File: src/rtl/fetch_unit.sv
// Instruction-fetch stage: owns the PC, issues icache requests, pairs each
// synchronous icache response with its PC, and hands valid/instr/pc to decode.
// A one-entry skid buffer absorbs decode hold; redirects squash wrong-path work.
module fetch_unit #(
  parameter logic [31:0] RESET_PC = 32'h0000_2000
) (
  input  logic        clk,
  input  logic        reset,
  input  logic        stall,
  input  logic        hold,
  input  logic        redirect_valid,
  input  logic [31:0] redirect_pc,
  output logic [31:0] icache_addr,
  output logic        icache_re,
  input  logic [31:0] icache_dout,
  output logic [31:0] instr,
  output logic [31:0] instr_pc,
  output logic        instr_valid
);

  logic [31:0] pc_reg, pc_next;
  logic [31:0] resp_pc_reg, resp_pc_next;
  logic        resp_valid_reg, resp_valid_next;
  logic [31:0] buf_reg, buf_next;
  logic [31:0] buf_pc_reg, buf_pc_next;
  logic        buf_valid_reg, buf_valid_next;
  logic        run_reg;
  logic        issue;
  logic        consume;

  // Request/presentation decode; the skid buffer always has priority on the
  // output because it holds the older instruction.
  always_comb begin
    issue       = run_reg & ~stall & ~hold & ~redirect_valid;
    icache_re   = issue;
    icache_addr = pc_reg;
    instr       = buf_valid_reg ? buf_reg    : icache_dout;
    instr_pc    = buf_valid_reg ? buf_pc_reg : resp_pc_reg;
    instr_valid = run_reg & ~stall & ~redirect_valid &
                  (buf_valid_reg | resp_valid_reg);
    consume     = instr_valid & ~hold;
  end

  // Next-state: redirect beats stall beats everything else.
  always_comb begin
    pc_next         = pc_reg;
    resp_pc_next    = resp_pc_reg;
    resp_valid_next = resp_valid_reg;
    buf_next        = buf_reg;
    buf_pc_next     = buf_pc_reg;
    buf_valid_next  = buf_valid_reg;
    if (redirect_valid) begin
      // Any in-flight response or buffered entry is wrong-path now.
      pc_next         = {redirect_pc[31:2], 2'b00};
      resp_valid_next = 1'b0;
      buf_valid_next  = 1'b0;
    end else if (!stall) begin
      if (buf_valid_reg && consume) begin
        buf_valid_next = 1'b0;
      end
      if (issue) begin
        // Issue implies no hold, so any pending response is consumed now.
        resp_pc_next    = pc_reg;
        resp_valid_next = 1'b1;
        pc_next         = pc_reg + 32'd4;
      end else if (resp_valid_reg) begin
        if (hold && !buf_valid_reg) begin
          // The cache only drives this data for one cycle; park it.
          buf_next        = icache_dout;
          buf_pc_next     = resp_pc_reg;
          buf_valid_next  = 1'b1;
          resp_valid_next = 1'b0;
        end else if (!hold) begin
          resp_valid_next = 1'b0;
        end
      end
    end
  end

  // State register; run_reg delays the first fetch to the edge after release.
  always_ff @(posedge clk or posedge reset) begin
    if (reset) begin
      pc_reg         <= RESET_PC;
      resp_pc_reg    <= 32'd0;
      resp_valid_reg <= 1'b0;
      buf_reg        <= 32'd0;
      buf_pc_reg     <= 32'd0;
      buf_valid_reg  <= 1'b0;
      run_reg        <= 1'b0;
    end else begin
      pc_reg         <= pc_next;
      resp_pc_reg    <= resp_pc_next;
      resp_valid_reg <= resp_valid_next;
      buf_reg        <= buf_next;
      buf_pc_reg     <= buf_pc_next;
      buf_valid_reg  <= buf_valid_next;
      run_reg        <= 1'b1;
    end
  end

endmodule

File: config.mk
export PLATFORM = sky130hd
export DESIGN_NAME = fetch_unit
export DESIGN_NICKNAME = d
export VERILOG_FILES = /design/src/rtl/fetch_unit.sv
export SDC_FILE = /design/constraint.sdc
export NUM_CORES = 1
export LEC_CHECK = 0
export BUFFER_PORTS_ARGS = -buffer_cell sky130_fd_sc_hd__buf_2
export CAP_MARGIN = 30
export CORE_ASPECT_RATIO = 0.75
export CORE_MARGIN = 4
export CORE_UTILIZATION = 48
export CTS_CLUSTER_DIAMETER = 150
export CTS_CLUSTER_SIZE = 14
export DETAILED_ROUTE_END_ITERATION = 16
export GPL_ROUTABILITY_DRIVEN = 1
export PLACE_DENSITY = 0.88
export SLEW_MARGIN = 0
export SYNTH_ARGS = -nofsm -noshare
export SYNTH_HDL_FRONTEND = slang
export SYNTH_SLANG_ARGS = --single-unit
File: constraint.sdc
create_clock -name clk -period 4.7 [get_ports clk]
set_clock_uncertainty 0.2 [all_clocks]
set_input_delay 1.41 -clock clk [delete_from_list [all_inputs] [get_ports clk]]
set_output_delay 1.41 -clock clk [all_outputs]
set_load 0.05 [all_outputs]
==> impl_metrics.env <==
export IMPL_outcome="finished clean"
export IMPL_power_frac_clock_pct=36.2
export IMPL_htreeDepth=4
export IMPL_synthArstFlopShare_pct=100
export IMPL_p_int_mw=2.44
export IMPL_finalSetupViolations=0
export IMPL_r2r_end="icache_addr[23]"
export IMPL_dp_hpwl_microns=11000
export IMPL_cts_buffers=17
export IMPL_clock_path_buffers=2
export IMPL_drt_wirelength_per_cell_microns=18.6
export IMPL_rrSetupSlack_ps=2120
export IMPL_peakVddDrop_uv=313
export IMPL_met1_usage_pct=27.7
export IMPL_power_share_combinational_pct=25.1
export IMPL_final_nets=725
export IMPL_r2r_cells=4
export IMPL_max_slew_margin_rel_pct=39.3
export IMPL_fmax_mhz=242
export IMPL_clkSinkCount=125
export IMPL_rsz0062_at_grt="no"
export IMPL_synth_edf_count=0
export IMPL_yosysTopAreaCellShare_pct=50.5
export IMPL_drtIter0Drc=308
export IMPL_synth_seq_cells=125
export IMPL_worstSetupPathType="in2out"
export IMPL_endpoint_kind="output port"
export IMPL_min_to="buf_reg[12]"
export IMPL_required_ps=3090
export IMPL_gr_usage_all_layers_pct=21.3
export IMPL_netlist_top_cells_area="dfrtp_1 51%, mux2_2 28%, or4_1 2.1%, clkbuf_1 1.6%, nand2_1 1.5%"
export IMPL_fp_row_count=35
export IMPL_hold_buffers=0
export IMPL_hold_path_class="reg2reg"
export IMPL_setup_tns_final_ps=0
export IMPL_root_buffer="clkbuf_16"
export IMPL_path_max_fanout=8
export IMPL_ys_seq_area_share_pct=51.0
export IMPL_num_vias=4724
export IMPL_finalCoreUtilization_pct=61.9
export IMPL_ant_nets=0
export IMPL_synth_ff_type="dfrtp_1"
export IMPL_cts_resized=0
export IMPL_swShare_pct=32.7
export IMPL_grt_pass1_vias=4899
export IMPL_yosysWarnings=0
export IMPL_synthCells=503
export IMPL_fp_dieH_microns=106
export IMPL_hold_viol_final=0
export IMPL_cap_violations=0
export IMPL_viasPerCell=5.68
export IMPL_p_leak_nw=3.52
export IMPL_num_io_pins=167
export IMPL_grt_max_degree=65
export IMPL_grt_overflow=0
export IMPL_worstMarginPinSlew_ps=910
export IMPL_grt_antenna_before_repair=0
export IMPL_r2r_start="run_reg"
export IMPL_die_area_sq_um=14700
export IMPL_drive_above_1_share_pct=53.8
export IMPL_busiest_layer="met2"
export IMPL_clk_pin_slew_ps=50
export IMPL_port_buffers=160
export IMPL_seqPwrFrac_pct=38.8
export IMPL_multi_input_area_sq_um=2850
export IMPL_diodes=0
export IMPL_grt_pass1_wl_microns=25200
export IMPL_drc=0
export IMPL_p_per_area_nw_per_um2=472
export IMPL_largest_reg_flops=32
export IMPL_netlist_area_sq_um=6140
export IMPL_cts_tree="built"
export IMPL_core_area_sq_um=12400
export IMPL_cp_arrival_ps=2520
export IMPL_seq_area_sq_um=3130
export IMPL_postCtsSetupRepairBufs=0
export IMPL_initial_utilization_pct=49.6
export IMPL_p_sw_mw=1.18
export IMPL_die_x_microns=139
export IMPL_holdPathStages=1
export IMPL_yosysTopAreaCell="dfrtp_1"
export IMPL_nFillCells=938
export IMPL_clkLatencyLatePin_ps=410
export IMPL_met2_usage_pct=35.7
export IMPL_gp_congestion=0.820
export IMPL_finalMaxSlewViolations=0
export IMPL_yosysUniqueCellTypes=45
export IMPL_finalCritPeriodShare_pct=87.9
export IMPL_gr_usage_met3_pct=4.41
export IMPL_syn2layout_area_growth_pct=24.9
export IMPL_layout_min_cycle_time_ps=4130
export IMPL_hold_start="buf_reg[12]"
export IMPL_drtPass1Iterations=4
export IMPL_postSynthAreaPerCell_sq_um=12.2
export IMPL_drt_total_wl_microns=15400
export IMPL_cp_start_kind="input pin"
-- cell families after synthesis --
group / Yosys count / synth area share [%]
AND/OR/NAND/NOR: 120 / 10.8
other: 2 / 0.122
multiplexers: 155 / 28.4
adder cells (fa/ha/maj): 1 / 0.204
flip-flops: 125 / 51.0
XOR/XNOR: 8 / 1.14
AO/OA/AOI/OAI: 49 / 5.32
buffers and inverters: 43 / 3.04
-- worst max path at each step --
stage,from,to
detailed placement,stall,icache_re
floorplan,redirect_valid,instr_valid
CTS,stall,icache_re
finish,stall,icache_re
global placement,stall,icache_re
global route,stall,icache_re
-- critical path, stage by stage --
cell and delay (ps):
buf_2 130, or3b_1 530, nor2_4 160, buf_2 280
-- placed cells by master (no fill, tap or decap), drive strengths merged, types with 3 or more instances in the layout --
cell	instances
clkbuf	23
buf	168
inv	4
and3	5
nor2	19
a31oi	12
mux2	154
bufinv	3
conb	5
nand2b	3
nand2	24
o21ai	11
nand4	12
nor4	3
clkinv	3
a21oi	3
nand3	16
dfrtp	124
xor2	3
or4	19
nor3	6
xnor2	5
o31ai	12
o211ai	5
-- per-stage QoR --
stage | std cells | setup WS, ps | cell area, sq um | hold slack [ps] | power, mW
floorplan | 506 | 192 | 6160 | 275 | 2.10
global placement | 802 | 575 | 7080 | 283 | 2.28
detailed placement | 802 | 573 | 7080 | 291 | 2.33
CTS | 832 | 567 | 7670 | 304 | 3.65
global route | 832 | 522 | 7670 | 316 | 3.77
finish | 832 | 570 | 7670 | 301 | 3.62
-- metal layers --
| metal | vias up | part of all wire (%) |
|---|---|---|
| met5 | - | 0 |
| met4 | 0 | 1.7 |
| met3 | 25 | 5.3 |
| met2 | 172 | 50 |
| met1 | 2366 | 43 |
| li1 | 2161 | - |
-- power groups by stage --
stage	registers, mW	clock network (mW)	logic [mW]
after floorplan	1.45	0	0.649
after global placement	1.39	0	0.890
after detailed placement	1.42	0	0.913
after CTS	1.40	1.33	0.917
after global routing	1.43	1.38	0.964
final	1.40	1.31	0.908
-- layout make-up --
| class | instances | share of cell area [%] |
|---|---|---|
| Timing Repair Buffer | 168 | 11.4 |
| Tap cell | 166 | 2.71 |
| Clock inverter | 7 | 1.47 |
| Clock buffer | 23 | 6.23 |
| Multi-Input combinational cell | 338 | 37.1 |
| Inverter | 5 | 0.294 |
| Sequential cell | 125 | 40.8 |
-- cells in the mapped netlist (3+ instances only) --
master and n:
or4_1 17, nand4_1 12, nor2_1 19, o211ai_1 5
nand3_1 16, buf_4 4, nor3_1 6, nor4_1 3
xnor2_1 5, o21ai_0 10, a31oi_1 12, and3_1 5
dfrtp_1 124, xor2_1 3, mux2_2 154, nand2_1 24
a21oi_1 3, o31ai_1 12, buf_1 5, nand2b_1 3
inv_1 5, clkbuf_1 26
(Power assumes the default switching activity.)
